===== config.mk =====
export PLATFORM = sky130hd
export DESIGN_NAME = sram_arbiter_flat
export DESIGN_NICKNAME = d
export VERILOG_FILES = /design/src/rtl/sram_arbiter_pkg.sv /design/src/rtl/sram_arbiter_if.sv /design/src/rtl/sram_arbiter_owner_fifo.sv /design/src/rtl/sram_arbiter.sv /design/src/flat_wrapper.sv
export SDC_FILE = /design/constraint.sdc
export NUM_CORES = 1
export LEC_CHECK = 0
export ABC_CLOCK_PERIOD_IN_PS = 2800
export CAP_MARGIN = 5
export CORE_AREA = 2 2 119 121
export DETAILED_ROUTE_END_ITERATION = 12
export DIE_AREA = 0 0 121 123
export PLACE_DENSITY = 0.59
export SYNTH_ARGS = -nofsm -noshare
export SYNTH_HDL_FRONTEND = slang
export SYNTH_SLANG_ARGS = --single-unit

===== constraint.sdc =====
create_clock -name clk -period 2.8 [get_ports clk]
set_clock_uncertainty 0.1 [all_clocks]
set_input_delay 0.28 -clock clk [delete_from_list [all_inputs] [get_ports clk]]
set_output_delay 0.28 -clock clk [all_outputs]
set_load 0.005 [all_outputs]

===== src/rtl/sram_arbiter_pkg.sv =====
`default_nettype none
// ============================================================================
// Module      : sram_arb_pkg
// Description : Shared types for the sram-like bus arbiter: owner IDs kept
//               in the outstanding-transaction FIFO, grant FSM states and
//               transfer size encodings.
// Ports       : none (package)
// Config      : SRAM_ARB_ROUND_ROBIN_EN (consumed by sram_arbiter)
// Revision    : 1.0 - initial release
// ============================================================================
package sram_arb_pkg;

    // Which master issued an accepted request.
    typedef enum logic {
        OWNER_INST = 1'b0,
        OWNER_DATA = 1'b1
    } owner_e;

    // Grant FSM: a grant is held while the slave stalls addr_ok.
    typedef enum logic [1:0] {
        ST_IDLE   = 2'd0,
        ST_HOLD_I = 2'd1,
        ST_HOLD_D = 2'd2
    } state_e;

    // Transfer size encoding carried on the *_size buses.
    typedef enum logic [1:0] {
        SIZE_BYTE = 2'd0,
        SIZE_HALF = 2'd1,
        SIZE_WORD = 2'd2
    } size_e;

endpackage : sram_arb_pkg
`default_nettype wire


===== src/rtl/sram_arbiter_if.sv =====
`default_nettype none
// ============================================================================
// Module      : sram_arbiter_if
// Description : One sram-like channel (request, acceptance and response).
//               The requester uses the master modport; the responder uses
//               the slave modport.
// Ports       : req, wr, size, addr, wdata  (master -> slave)
//               rdata, addr_ok, data_ok     (slave -> master)
// Revision    : 1.0 - initial release
// ============================================================================
interface sram_arbiter_if;
    logic        req;
    logic        wr;
    logic [1:0]  size;
    logic [31:0] addr;
    logic [31:0] wdata;
    logic [31:0] rdata;
    logic        addr_ok;
    logic        data_ok;

    modport master (
        output req, wr, size, addr, wdata,
        input  rdata, addr_ok, data_ok
    );

    modport slave (
        input  req, wr, size, addr, wdata,
        output rdata, addr_ok, data_ok
    );
endinterface : sram_arbiter_if
`default_nettype wire


===== src/rtl/sram_arbiter_owner_fifo.sv =====
`default_nettype none
// ============================================================================
// Module      : owner_fifo
// Description : DEPTH x 1-bit in-order FIFO of owner IDs for outstanding
//               transactions. Full/empty derive from a registered count, so
//               a pop does not free a slot until the following cycle.
// Ports       : clk, rst (async, active-low)
//               i_push/i_din  - enqueue owner of an accepted request
//               i_pop         - dequeue on a slave response
//               o_dout        - owner at the head
//               o_full/o_empty
// Revision    : 1.0 - initial release
// ============================================================================
module owner_fifo
    import sram_arb_pkg::*;
#(
    parameter int DEPTH = 4
) (
    input  wire logic   clk,
    input  wire logic   rst,
    input  wire logic   i_push,
    input  owner_e      i_din,
    input  wire logic   i_pop,
    output owner_e      o_dout,
    output logic        o_full,
    output logic        o_empty
);

    localparam int AW = $clog2(DEPTH);

    owner_e          r_mem [DEPTH];
    logic [AW-1:0]   r_wptr;
    logic [AW-1:0]   r_rptr;
    logic [AW:0]     r_count;

    logic            w_do_push;
    logic            w_do_pop;

    assign o_full    = (r_count == (AW+1)'(DEPTH));
    assign o_empty   = (r_count == '0);
    assign w_do_push = i_push & ~o_full;
    assign w_do_pop  = i_pop  & ~o_empty;
    assign o_dout    = r_mem[r_rptr];

    // Pointers wrap naturally because DEPTH is a power of two.
    always_ff @(posedge clk or negedge rst) begin
        if (!rst) begin
            r_wptr  <= '0;
            r_rptr  <= '0;
            r_count <= '0;
            for (int i = 0; i < DEPTH; i++) begin
                r_mem[i] <= OWNER_INST;
            end
        end else begin
            if (w_do_push) begin
                r_mem[r_wptr] <= i_din;
                r_wptr        <= r_wptr + 1'b1;
            end
            if (w_do_pop) begin
                r_rptr <= r_rptr + 1'b1;
            end
            case ({w_do_push, w_do_pop})
                2'b10:   r_count <= r_count + 1'b1;
                2'b01:   r_count <= r_count - 1'b1;
                default: r_count <= r_count;
            endcase
        end
    end

endmodule : owner_fifo
`default_nettype wire


===== src/rtl/sram_arbiter.sv =====
`default_nettype none
// ============================================================================
// Module      : sram_arbiter
// Description : Shares one sram-like slave channel between the instruction
//               and data masters of the core. A grant is locked until the
//               slave accepts it; accepted owners queue in an in-order FIFO
//               and each slave response goes to the oldest owner.
// Ports       : clk, rst (async, active-low)
//               inst  - instruction master channel (slave modport)
//               data  - data master channel (slave modport)
//               s     - shared slave channel (master modport)
//               err   - sticky: response seen with nothing outstanding
// Config      : SRAM_ARB_ROUND_ROBIN_EN - alternate winner on contention;
//               undefined = data master has fixed priority.
// Revision    : 1.0 - initial release
// ============================================================================
module sram_arbiter
    import sram_arb_pkg::*;
#(
    parameter int DEPTH = 4
) (
    input  wire logic        clk,
    input  wire logic        rst,
    sram_arbiter_if.slave    inst,
    sram_arbiter_if.slave    data,
    sram_arbiter_if.master   s,
    output logic             err
);

    state_e  r_state;
    state_e  w_next;
    logic    w_gnt_inst;
    logic    w_gnt_data;
    logic    w_accept;
    logic    w_pop;
    logic    w_full;
    logic    w_empty;
    owner_e  w_head;
    owner_e  w_push_owner;
    logic    w_prefer_data;
    logic    r_err;

    // ------------------------------------------------------------------
    // Contention policy
    // ------------------------------------------------------------------
`ifdef SRAM_ARB_ROUND_ROBIN_EN
    owner_e r_last_winner;

    always_ff @(posedge clk or negedge rst) begin
        if (!rst) begin
            r_last_winner <= OWNER_INST;
        end else if (w_accept) begin
            r_last_winner <= w_push_owner;
        end
    end

    // The master that lost the previous accept wins the next tie.
    assign w_prefer_data = (r_last_winner == OWNER_INST);
`else
    assign w_prefer_data = 1'b1;
`endif

    // ------------------------------------------------------------------
    // Grant FSM
    // ------------------------------------------------------------------
    always_ff @(posedge clk or negedge rst) begin
        if (!rst) begin
            r_state <= ST_IDLE;
        end else begin
            r_state <= w_next;
        end
    end

    always_comb begin
        w_next     = r_state;
        w_gnt_inst = 1'b0;
        w_gnt_data = 1'b0;
        case (r_state)
            ST_IDLE: begin
                if (!w_full) begin
                    if (data.req && (!inst.req || w_prefer_data)) begin
                        w_gnt_data = 1'b1;
                        if (!s.addr_ok) w_next = ST_HOLD_D;
                    end else if (inst.req) begin
                        w_gnt_inst = 1'b1;
                        if (!s.addr_ok) w_next = ST_HOLD_I;
                    end
                end
            end
            ST_HOLD_I: begin
                // A dropped request abandons the grant without a push.
                if (!inst.req) begin
                    w_next = ST_IDLE;
                end else if (!w_full) begin
                    w_gnt_inst = 1'b1;
                    if (s.addr_ok) w_next = ST_IDLE;
                end
            end
            ST_HOLD_D: begin
                if (!data.req) begin
                    w_next = ST_IDLE;
                end else if (!w_full) begin
                    w_gnt_data = 1'b1;
                    if (s.addr_ok) w_next = ST_IDLE;
                end
            end
            default: w_next = ST_IDLE;
        endcase
        // Keep the slave bus quiet while reset is held, whatever the
        // masters are driving.
        if (!rst) begin
            w_gnt_inst = 1'b0;
            w_gnt_data = 1'b0;
        end
    end

    assign w_accept     = (w_gnt_inst | w_gnt_data) & s.addr_ok;
    assign w_push_owner = w_gnt_data ? OWNER_DATA : OWNER_INST;

    // ------------------------------------------------------------------
    // Request forwarding (combinational)
    // ------------------------------------------------------------------
    always_comb begin
        s.req   = w_gnt_inst | w_gnt_data;
        s.wr    = 1'b0;
        s.size  = 2'd0;
        s.addr  = 32'd0;
        s.wdata = 32'd0;
        if (w_gnt_data) begin
            s.wr    = data.wr;
            s.size  = data.size;
            s.addr  = data.addr;
            s.wdata = data.wdata;
        end else if (w_gnt_inst) begin
            s.wr    = inst.wr;
            s.size  = inst.size;
            s.addr  = inst.addr;
            s.wdata = inst.wdata;
        end
    end

    assign inst.addr_ok = w_gnt_inst & s.addr_ok;
    assign data.addr_ok = w_gnt_data & s.addr_ok;

    // ------------------------------------------------------------------
    // Outstanding owners and response routing
    // ------------------------------------------------------------------
    owner_fifo #(
        .DEPTH (DEPTH)
    ) u_owner_fifo (
        .clk     (clk),
        .rst     (rst),
        .i_push  (w_accept),
        .i_din   (w_push_owner),
        .i_pop   (w_pop),
        .o_dout  (w_head),
        .o_full  (w_full),
        .o_empty (w_empty)
    );

    assign w_pop        = s.data_ok & ~w_empty;
    assign inst.data_ok = w_pop & (w_head == OWNER_INST);
    assign data.data_ok = w_pop & (w_head == OWNER_DATA);
    assign inst.rdata   = s.rdata;
    assign data.rdata   = s.rdata;

    always_ff @(posedge clk or negedge rst) begin
        if (!rst) begin
            r_err <= 1'b0;
        end else if (s.data_ok && w_empty) begin
            r_err <= 1'b1;
        end
    end

    assign err = r_err;

endmodule : sram_arbiter
`default_nettype wire


===== src/flat_wrapper.sv =====
// flat-port wrapper written by rule: the top's interface ports become plain ports
module sram_arbiter_flat import sram_arb_pkg::*;
#(
    parameter int DEPTH = 4
)
  (clk, rst, err, inst_req, inst_wr, inst_size, inst_addr, inst_wdata, inst_rdata, inst_addr_ok, inst_data_ok, data_req, data_wr, data_size, data_addr, data_wdata, data_rdata, data_addr_ok, data_data_ok, s_req, s_wr, s_size, s_addr, s_wdata, s_rdata, s_addr_ok, s_data_ok);
  sram_arbiter_if inst_i ();
  sram_arbiter_if data_i ();
  sram_arbiter_if s_i ();
  input  wire logic clk;
  input  wire logic rst;
  output logic err;
  input wire logic [$bits(inst_i.req)-1:0] inst_req;
  input wire logic [$bits(inst_i.wr)-1:0] inst_wr;
  input wire logic [$bits(inst_i.size)-1:0] inst_size;
  input wire logic [$bits(inst_i.addr)-1:0] inst_addr;
  input wire logic [$bits(inst_i.wdata)-1:0] inst_wdata;
  output wire logic [$bits(inst_i.rdata)-1:0] inst_rdata;
  output wire logic [$bits(inst_i.addr_ok)-1:0] inst_addr_ok;
  output wire logic [$bits(inst_i.data_ok)-1:0] inst_data_ok;
  input wire logic [$bits(data_i.req)-1:0] data_req;
  input wire logic [$bits(data_i.wr)-1:0] data_wr;
  input wire logic [$bits(data_i.size)-1:0] data_size;
  input wire logic [$bits(data_i.addr)-1:0] data_addr;
  input wire logic [$bits(data_i.wdata)-1:0] data_wdata;
  output wire logic [$bits(data_i.rdata)-1:0] data_rdata;
  output wire logic [$bits(data_i.addr_ok)-1:0] data_addr_ok;
  output wire logic [$bits(data_i.data_ok)-1:0] data_data_ok;
  output wire logic [$bits(s_i.req)-1:0] s_req;
  output wire logic [$bits(s_i.wr)-1:0] s_wr;
  output wire logic [$bits(s_i.size)-1:0] s_size;
  output wire logic [$bits(s_i.addr)-1:0] s_addr;
  output wire logic [$bits(s_i.wdata)-1:0] s_wdata;
  input wire logic [$bits(s_i.rdata)-1:0] s_rdata;
  input wire logic [$bits(s_i.addr_ok)-1:0] s_addr_ok;
  input wire logic [$bits(s_i.data_ok)-1:0] s_data_ok;
  assign inst_i.req = inst_req;
  assign inst_i.wr = inst_wr;
  assign inst_i.size = inst_size;
  assign inst_i.addr = inst_addr;
  assign inst_i.wdata = inst_wdata;
  assign inst_rdata = inst_i.rdata;
  assign inst_addr_ok = inst_i.addr_ok;
  assign inst_data_ok = inst_i.data_ok;
  assign data_i.req = data_req;
  assign data_i.wr = data_wr;
  assign data_i.size = data_size;
  assign data_i.addr = data_addr;
  assign data_i.wdata = data_wdata;
  assign data_rdata = data_i.rdata;
  assign data_addr_ok = data_i.addr_ok;
  assign data_data_ok = data_i.data_ok;
  assign s_req = s_i.req;
  assign s_wr = s_i.wr;
  assign s_size = s_i.size;
  assign s_addr = s_i.addr;
  assign s_wdata = s_i.wdata;
  assign s_i.rdata = s_rdata;
  assign s_i.addr_ok = s_addr_ok;
  assign s_i.data_ok = s_data_ok;
  sram_arbiter #(.DEPTH(DEPTH)) u_core (.clk(clk), .rst(rst), .inst(inst_i), .data(data_i), .s(s_i), .err(err));
endmodule

; Yosys cells after proc, flatten, opt, wreduce, memory -nomap -nowiden
; Cells that the tools add are included.
[totals]
reg_bits = 14
out_inout_bits = 137
wordCells = 82
[op_classes]
add_sub_neg = 4
order_cmp = 3
n_eq_ne = 8
muxes = 38
n_bitwise = 14
reduce_logical = 6
[op_table]
columns = operator, n
row1 = 2-to-1 mux 32 bit, 4
row2 = 2-to-1 mux 2 bit, 11
row3 = 2-to-1 mux 1 bit, 16
row4 = bitwise AND 1 bit, 8
row5 = "greater-or-equal comparator 3 bit, second input constant", 2
row6 = inverter 2 -> 3 bit, 2
row7 = case mux 2 bit (3 select lines), 1
row8 = case mux 3 bit (2 select lines), 1
row9 = "adder 2 x 1 -> 2 bit, second input constant", 2
row10 = bitwise mux 4 bit, 1
row11 = "== test 2 x 1 -> 1 bit, second input constant", 2
row12 = "== test 2 bit, second input constant", 2
row13 = "inequality test 2 bit, second input constant", 2
row14 = case mux 1 bit (2 select lines), 2
row15 = "adder 3 x 1 -> 3 bit, second input constant", 1
row16 = "== test 3 bit, second input constant", 1
row17 = zero test 3 bit, 1
row18 = "< comparator 3 x 1 -> 1 bit, second input constant", 1
row19 = "inequality test 3 bit, second input constant", 1
row20 = inverter 1 bit, 3
row21 = AND reduction 3 bit, 1
row22 = "subtractor 3 x 1 -> 3 bit, second input constant", 1
row23 = binary-select mux 1 bit (select 2 bit), 1
row24 = demux 1 bit (select 2 bit), 1
row25 = other kinds (4), 5

; Longest topological paths before layout
; Gate-level depths: netlist of run 1.
[depth]
word_depth = 10
mapped_depth = 10

; Cells and area by module
; Synthesis of run 1 repeated with hierarchy kept, for this count alone.
[hier_totals]
hier_cells = 231
hier_area_um2 = 2108.3
[modules_own_cells]
columns = mod, instances, cells_each, area_per_inst_um2, seq_area_each_um2
row1 = sram_arbiter, 1, 177, 1502.7, 75.1
row2 = owner_fifo, 1, 54, 605.6, 275.3

; Worst setup path before layout of run 1
; Ideal clock, no wire load.
[synth_path]
path_kind = flip-flop to flip-flop
from = register u_core.u_owner_fifo.r_count[0]
to = register u_core.u_owner_fifo.r_count[2]
setup_ns = 0.079
t_arrival_ns = 2.144
required_time_ns = 2.621
slack_ns = 0.477
path_stages_with_launch = 11
n_path_buf = 0
period_less_slack_ns = 2.323
cell_sequence = dfrtp_1 > or3b_4 > and2_1 > o211a_1 > inv_1 > ha_1 > inv_1 > fa_1 > xor2_1 > nor2_1 > xor2_1
[synth_via]
elab_chain_cells = 10
elab_cells_between_ends = 24
cone_classes = add/sub (2) / eq/ne (3) / mux (10) / bitwise (7) / reduce/logical (2)
[synth_lines]
columns = item, line_no
row1 = start: declaration, sram_arbiter_owner_fifo.sv:34  ; logic [AW:0] r_count;
row2 = start signal: assignment, sram_arbiter_owner_fifo.sv:63  ; 2'b10: r_count <= r_count + 1'b1;
row3 = start signal: assignment, sram_arbiter_owner_fifo.sv:64  ; 2'b01: r_count <= r_count - 1'b1;
row4 = start signal: assignment, sram_arbiter_owner_fifo.sv:65  ; default: r_count <= r_count;
row5 = == test 3 bit, sram_arbiter_owner_fifo.sv:39  ; assign o_full = (r_count == (AW+1)'(DEPTH));
row6 = 2-to-1 mux 1 bit, "sram_arbiter.sv:94, sram_arbiter.sv:102"
row7 = "2-to-1 mux 1 bit, on equally long branches", "sram_arbiter.sv:92, sram_arbiter.sv:100"
row8 = case mux 1 bit (2 select lines), sram_arbiter.sv:78  ; case (r_state)
row9 = 2-to-1 mux 1 bit, sram_arbiter.sv:111  ; if (!rst) begin
row10 = bitwise OR 1 bit, sram_arbiter.sv:117  ; assign w_accept = (w_gnt_inst | w_gnt_data) & s.addr_ok;
row11 = bitwise AND 1 bit, sram_arbiter.sv:117
row12 = bitwise AND 1 bit, sram_arbiter_owner_fifo.sv:41  ; assign w_do_push = i_push & ~o_full;
row13 = == test 2 x 1 -> 1 bit / == test 2 bit (equally long branches), sram_arbiter_owner_fifo.sv:62  ; case ({w_do_push, w_do_pop})
row14 = case mux 3 bit (2 select lines) / nonzero test 2 bit (equally long branches), -
; Parallel ways exist; a longest one is shown, timed or not.
; A chain may end at the register's enable or synchronous reset.

; Final worst setup path of run 1
[layout_path]
from = input data_req
to = output s_addr[15]
[layout_via]
elab_chain_cells = 6
elab_cells_between_ends = 11
cone_classes = mux (11)
[layout_lines]
columns = item, line_no
row1 = start: declaration, flat_wrapper.sv:21  ; input wire logic [$bits(data_i.req)-1:0] data_req;
row2 = 2-to-1 mux 1 bit, sram_arbiter.sv:81  ; if (data.req && (!inst.req || w_prefer_data)) begin
row3 = 2-to-1 mux 1 bit, sram_arbiter.sv:80  ; if (!w_full) begin
row4 = case mux 1 bit (2 select lines), sram_arbiter.sv:78
row5 = 2-to-1 mux 1 bit, sram_arbiter.sv:111
row6 = 2-to-1 mux 32 bit, sram_arbiter.sv:134  ; end else if (w_gnt_inst) begin
row7 = 2-to-1 mux 32 bit (*), sram_arbiter.sv:129  ; if (w_gnt_data) begin
row8 = end: declaration, flat_wrapper.sv:32  ; output wire logic [$bits(s_i.addr)-1:0] s_addr;
; Mark *: on every way between the ends. The rest lies on a longest branch, timed or not.

==> flow_summary_export.csv, run 1 <==
group,metric,value,unit
clock_network,cts_made_buffers,3,
clock_network,ctsLongestPathBuffers,2,
clock_network,clock-root-buffer,"clkbuf_16",
placement,place_hpwl,8970,µm
clock_network,cts_tree,"done",
synth,synth-warning-count,0,
final_layout,final_common_cell,"clkdlybuf4s50_1",
synth,async_flop_share,1.00,
worst_hold_path,worstHoldPathType,"input port to async pin",
synth,avgSynthCellArea,8.94,µm²
sta,final_min_period_over_clock_period,0.950,
power_and_ir_drop,pwrdens,476,nW/µm²
grt,vias_in_the_first_global_route,2289,
clock_network,cts_num_sinks,14,
floorplan,core.rowCount,43,
floorplan,die_height,123,µm
grt,global_route.usage.total,0.128,
floorplan,boundaryPins,309,
power_and_ir_drop,static-leakage-power,1.54,nW
final_layout,layout.filler_cells,1439,
synth,yosysSeqAreaShare,0.182,
placement,place_congestion,0.733,
power_and_ir_drop,seq_power_share,0.201,
synth,yosys_register_bits,14,
sta,final-setup-viol-count,0,
drt,route.antenna.remaining_nets,0,
critical_path,worst_ep_arrival_time,2280,ps
final_layout,antenna_cells,0,
critical_path,timing.critical_path.max_delay_family,"buffers and inverters",
grt,antenna_found_initial,0,
critical_path,kind_of_end_point_of_the_critical_path,"primary output",
power_and_ir_drop,p_sw_frac,0.321,
critical_path,critical_path.reg2reg.startpoint,"u_core.u_owner_fifo.r_count[0]$_DFFE_PN0P_",
grt,grt_max_degree,39,
critical_path,cp_num_buf_inv,3,
critical_path,path_class,"input port to primary output",
final_layout,area_growth,105,%
clock_network,cts.clk_slew.worst_paths,50,ps
sta,timing_hold_violations_final,0,
clock_network,cts_max_level,1,
sta,totalNegativeSetupSlack,0,ps
final_layout,drive_gt1_frac,0.0557,
floorplan,die_width,121,µm
power_and_ir_drop,max-vdd-ir-drop,0.000332,V
grt,grt_overflow,0,
drt,first_pass_iters,4,
power_and_ir_drop,p_switching,0.000604,W
placement,port_buffers,212,
critical_path,crit_path_max_incr_delay,540,ps
critical_path,regToRegEndpoint,"u_core.u_owner_fifo.r_count[2]$_DFFE_PN0P_",
sta,slew-limit-headroom,0.823,
drt,via_count_of_the_routed_design,2210,
sta,max_freq,0.376,GHz
final_layout,layout.cell_area.non_filler,3950,µm²
synth,netlist_cell_types,33,
critical_path,worstPathCellList,"clkdlybuf4s50_1 -> nor2b_4 -> and3b_1 -> and2_4 -> buf_12 -> a22o_1 -> clkdlybuf4s50_1",
floorplan,design.die.area,14900,µm²
critical_path,timing.critical_path.slowest_stage_cell,"clkdlybuf4s50_1",
sta,post-route-min-period,2660,ps
power_and_ir_drop,internal_power,0.00128,W
flow_run,drv_cap,0,
sta,slew_viol_final,0,
placement,post-place-ws,52.2,ps
drt,drt_first_iter_violations,125,
run_status,status,"complete, no violations",
floorplan,start_util,0.141,
critical_path,timing.critical_path.fanout_max,17,
sta,worst_slack,140,ps
clock_network,worstSkewPairLatency,250,ps
final_layout,most-common-layout-cells,"212 x clkdlybuf4s50_1, 67 x a22o_1, 14 x dfrtp_1",
synth,mappedNetlistArea,1920,µm²
synth,ys_dominant_reg_cell,"dfrtp_1",
drt,wl,10700,µm
critical_path,critical_path_launch_point_type,"input port",
critical_path,regToRegSetupSlack,290,ps
critical_path,path_common_cell,"clkdlybuf4s50_1",
synth,synth.net_count,393,
final_layout,finish.net_count,538,
floorplan,area_inside_the_core_boundary,13600,µm²
critical_path,reg2reg_depth,10,
drt,drcViolationCount,0,
grt,grt_first_pass_wirelength,14200,µm
sta,worst_slew_pin_slew,263,ps
power_and_ir_drop,p_clk_frac,0.161,
drt,drt-vias-per-instance,4.10,
power_and_ir_drop,comb_power_share,0.638,
sta,rsz0062_at_grt,"no",
synth,netlist_instances,215,
synth,synth-edff-count,0,
critical_path,data_required_critical_path,2420,ps
placement,place_area,3800,µm²
drt,wl_per_cell,19.8,µm
-- Yosys cell counts (all sizes together), types with 2 or more instances --
cell type | n | area, µm²
a22o | 67 | 587
a32o | 4 | 40.0
and2 | 4 | 25.0
and3 | 2 | 12.5
buf | 73 | 544
clkbuf | 8 | 31.3
dfrtp | 14 | 350
ha | 5 | 62.6
inv | 8 | 30.0
nand3 | 4 | 20.0
nor2 | 3 | 11.3
nor2b | 2 | 15.0
xnor2 | 4 | 35.0
xor2 | 2 | 17.5
-- how the worst max path moves through the flow --
stage / from / slack (ps) / cells after the start / to
after global routing: rst / 50 / 6 / s_addr[14]
after detailed placement: data_req / 50 / 7 / s_addr[15]
after CTS: data_req / 50 / 7 / s_addr[15]
after floorplan: u_core.u_owner_fifo.r_count[0]$_DFFE_PN0P_ / 480 / 10 / u_core.u_owner_fifo.r_count[2]$_DFFE_PN0P_
final: data_req / 140 / 7 / s_addr[15]
after global placement: data_req / 70 / 7 / s_addr[13]
-- what timing repair did --
action                                 4_1_cts  5_1_grt
buffers inserted                             0        0
endpoints found under the hold margin        0        0
setup endpoints to repair                    0       11
hold buffers                                 0        0
gates resized for setup                      0        3
-- per-layer routing --
layer	global-route usage	part of all wire
met4	0.0305	0.018
met5	0	0
met2	0.237	0.52
met3	0.0424	0.10
met1	0.139	0.36
-- through the flow --
step	hold WS [ps]	power, W	std cells	utilization
2_1_floorplan	-116	0.000948	215	-
3_3_place_gp	352	0.00155	533	0.279
3_5_place_dp	360	0.00156	533	0.279
4_1_cts	142	0.00188	537	0.286
5_1_grt	157	0.00201	539	0.290
6_report	141	0.00188	539	0.290
-- flip-flops by register name (all words and copies together), names as in the netlist --
register	flops
u_core.err	1
u_core.r_state	2
u_core.u_owner_fifo.r_count	3
u_core.u_owner_fifo.r_mem	4
u_core.u_owner_fifo.r_rptr	2
u_core.u_owner_fifo.r_wptr	2
-- power groups by stage --
stage	registers, W	clock network, W	logic (W)
finish	0.000378	0.000303	0.00120
global route	0.000392	0.000319	0.00130
CTS	0.000377	0.000309	0.00119
detailed placement	0.000379	0	0.00119
global placement	0.000374	0	0.00117
floorplan	0.000360	0	0.000588
-- cell type report --
type                       instances  area (µm²)  area share
timing repair buffer             221        2270       0.576
clock buffer                       4        88.8      0.0225
multi-input combinational        112         977       0.248
inverter                           8        30.0     0.00761
tap                              180         225      0.0571
sequential                        14         350      0.0888
-- cells by family after synthesis --
group	count (synthesis)	share of synthesized area
xor gates and xnor gates	6	0.0273
AOI/OAI and AO/OA	75	0.340
and+or+nand+nor	22	0.0690
adders and majority gates	6	0.0430
DFF	14	0.182
muxes	3	0.0228
buffers and inverters	89	0.315
(Power assumes the default switching activity.)
==> inputs of run 2 (changes only) <==
--- a/config.mk
+++ b/config.mk
@@ -7,10 +7,11 @@
 export LEC_CHECK = 0
 export ABC_CLOCK_PERIOD_IN_PS = 2800
 export CAP_MARGIN = 5
-export CORE_AREA = 2 2 119 121
+export CORE_AREA = 2 2 120 122
 export DETAILED_ROUTE_END_ITERATION = 12
-export DIE_AREA = 0 0 121 123
-export PLACE_DENSITY = 0.59
+export DIE_AREA = 0 0 122 124
+export DONT_BUFFER_PORTS = 1
+export PLACE_DENSITY = 0.3
 export SYNTH_ARGS = -nofsm -noshare
 export SYNTH_HDL_FRONTEND = slang
 export SYNTH_SLANG_ARGS = --single-unit
==> run 2 against run 1 <==
Against the previous run: register-to-register slack gained 80 ps; largest power group unchanged; fmax up 9.6%; core utilization shrank 17 points; non-clock buffer count down 215.
==> flow_summary_export.csv, run 2 (same netlist as run 1, synthesis figures left out) <==
group,metric,value,unit
floorplan,core.rowCount,43,
drt,via_count_of_the_routed_design,1409,
floorplan,start_util,0.140,
sta,slew_viol_final,0,
grt,grt_max_degree,39,
final_layout,layout.filler_cells,1581,
grt,antenna_found_initial,0,
grt,global_route.usage.total,0.0868,
final_layout,final_core_utilization,0.124,
sta,worst_slew_pin_slew,683,ps
final_layout,antenna_cells,0,
drt,first_pass_iters,4,
flow_run,drv_cap,0,
critical_path,crit_path_max_incr_delay,420,ps
power_and_ir_drop,static-leakage-power,0.683,nW
final_layout,area_growth,-11.7,%
floorplan,die_width,122,µm
drt,route.antenna.remaining_nets,0,
clock_network,worstSkewPairLatency,240,ps
worst_hold_path,worstHoldPathType,"input port to flop",
critical_path,critical_path_launch_point_type,"flop",
drt,drcViolationCount,0,
floorplan,design.die.area,15100,µm²
placement,place_congestion,0.807,
clock_network,cts_tree,"done",
floorplan,boundaryPins,309,
final_layout,largest_reg_flops,4,
floorplan,area_inside_the_core_boundary,13700,µm²
drt,drt_first_iter_violations,58,
clock_network,cts.clk_slew.worst_paths,50,ps
placement,port_buffers,0,
sta,timing_hold_violations_final,0,
floorplan,die_height,124,µm
critical_path,cp_num_buf_inv,2,
clock_network,ctsLongestPathBuffers,2,
critical_path,timing.critical_path.max_delay_family,"simple AND/OR/NAND/NOR gates",
final_layout,final_common_cell,"a22o_1",
clock_network,cts_num_sinks,14,
placement,place_area,1610,µm²
sta,totalNegativeSetupSlack,0,ps
sta,max_freq,0.412,GHz
clock_network,clock-root-buffer,"clkbuf_16",
sta,rsz0062_at_grt,"no",
grt,grt_first_pass_wirelength,9190,µm
final_layout,finish.net_count,323,
power_and_ir_drop,max-vdd-ir-drop,0.000373,V
final_layout,biggestRegsByFlops,"u_core.u_owner_fifo.r_mem: 4 flops, u_core.u_owner_fifo.r_count: 3 flops",
critical_path,data_required_critical_path,2870,ps
final_layout,layout.area.seq,350,µm²
grt,vias_in_the_first_global_route,1216,
sta,post-route-min-period,2430,ps
critical_path,timing.critical_path.slowest_stage_cell,"or3b_4",
final_layout,drive_gt1_frac,0.0979,
final_layout,registers.top_by_ff_count,"u_core.u_owner_fifo.r_mem",
critical_path,timing.critical_path.fanout_max,5,
grt,grt_overflow,0,
clock_network,cts_made_buffers,3,
sta,final_min_period_over_clock_period,0.866,
final_layout,multi_input_comb_area,968,µm²
sta,slew-limit-headroom,0.543,
run_status,status,"complete, no violations",
drt,drt-vias-per-instance,4.36,
clock_network,resized_cells_post_cts,0,
critical_path,kind_of_end_point_of_the_critical_path,"flop",
drt,wl,7880,µm
critical_path,worstPathCellList,"or3b_4 -> and2_1 -> o211a_1 -> inv_1 -> ha_1 -> inv_1 -> fa_1 -> xor2_1 -> nor2_1 -> xor2_1",
final_layout,most-common-layout-cells,"67 x a22o_1, 14 x dfrtp_1, 8 x inv_1",
clock_network,cts_max_level,1,
power_and_ir_drop,pwrdens,758,nW/µm²
critical_path,path_class,"flop to flop",
sta,final-setup-viol-count,0,
critical_path,worst_ep_arrival_time,2490,ps
placement,place_hpwl,6800,µm
final_layout,layout.cell_area.non_filler,1700,µm²
drt,wl_per_cell,24.4,µm
## run 2: cell count changes in the layout (fill, tap and decap cells not counted), sizes merged
| cell | change |
|---|---|
| buf | -2 |
| clkbuf | -3 |
| dlygate4sd3 | +1 |
| clkdlybuf4s50 | -212 |
## run 2: final timing paths
| kind | from | endpoint | slack, ps | cells past startpoint |
|---|---|---|---|---|
| setup reg to reg | u_core.u_owner_fifo.r_count[1]$_DFFE_PN0P_ | u_core.u_owner_fifo.r_count[2]$_DFFE_PN0P_ | 370 | 10 |
| setup / recovery | u_core.u_owner_fifo.r_count[1]$_DFFE_PN0P_ | u_core.u_owner_fifo.r_count[2]$_DFFE_PN0P_ | 370 | 10 |
| max in group asynchronous | rst | u_core.u_owner_fifo.r_mem[2]$_DFFE_PN0P_ | 1740 | 1 |
| hold reg to reg | u_core.u_owner_fifo.r_count[2]$_DFFE_PN0P_ | u_core.u_owner_fifo.r_count[2]$_DFFE_PN0P_ | 380 | 1 |
| min in group asynchronous | rst | u_core.r_state[1]$_DFFE_PN0P_ | 420 | 1 |
| hold / removal | s_data_ok | u_core.err$_DFFE_PN0P_ | 50 | 1 |
## run 2: cell type report
cell class,instances,share of cell area
clock buffers,3,0.0442
inverters,8,0.0177
multi-input cells,112,0.571
flip-flops and latches,14,0.206
well taps,180,0.133
repair buffers,6,0.0280
## run 2: worst register-to-register path, stage by stage (launching register included)
cell     delay (ps)
dfrtp_1         400
or3b_4          420
and2_1          180
o211a_1         170
inv_1            70
ha_1            170
inv_1            60
fa_1            370
xor2_1          150
nor2_1          110
xor2_1          150
## run 2: through the flow
step	std cells	setup WS, ps	hold WS, ps	total power, W
floorplan	215	477	-116	0.000948
global placement	319	380	-115	0.00103
detailed placement	319	379	-115	0.00103
CTS	323	324	48.1	0.00132
global route	323	193	53.8	0.00140
finish	323	374	52.6	0.00129
## run 2: routing by layer
layer / wire [µm] / vias to the layer above / global-route usage
met4: 69 / 0 / 0.0101
met3: 968 / 10 / 0.0362
met5: 0 / - / 0
met1: 3220 / 658 / 0.119
met2: 3630 / 155 / 0.131
li1: - / 586 / -
## run 2: repair_timing
action	in CTS	in global routing
hold buffers	1	0
buffers inserted	0	0
endpoints found under the setup margin	0	0
endpoints found under the hold margin	14	0
## run 2: where the power goes
| part | internal (W) | switching, W |
|---|---|---|
| combinational | 0.000290 | 0.000349 |
| clock | 0.000187 | 0.0000813 |
| sequential | 0.000301 | 0.0000779 |
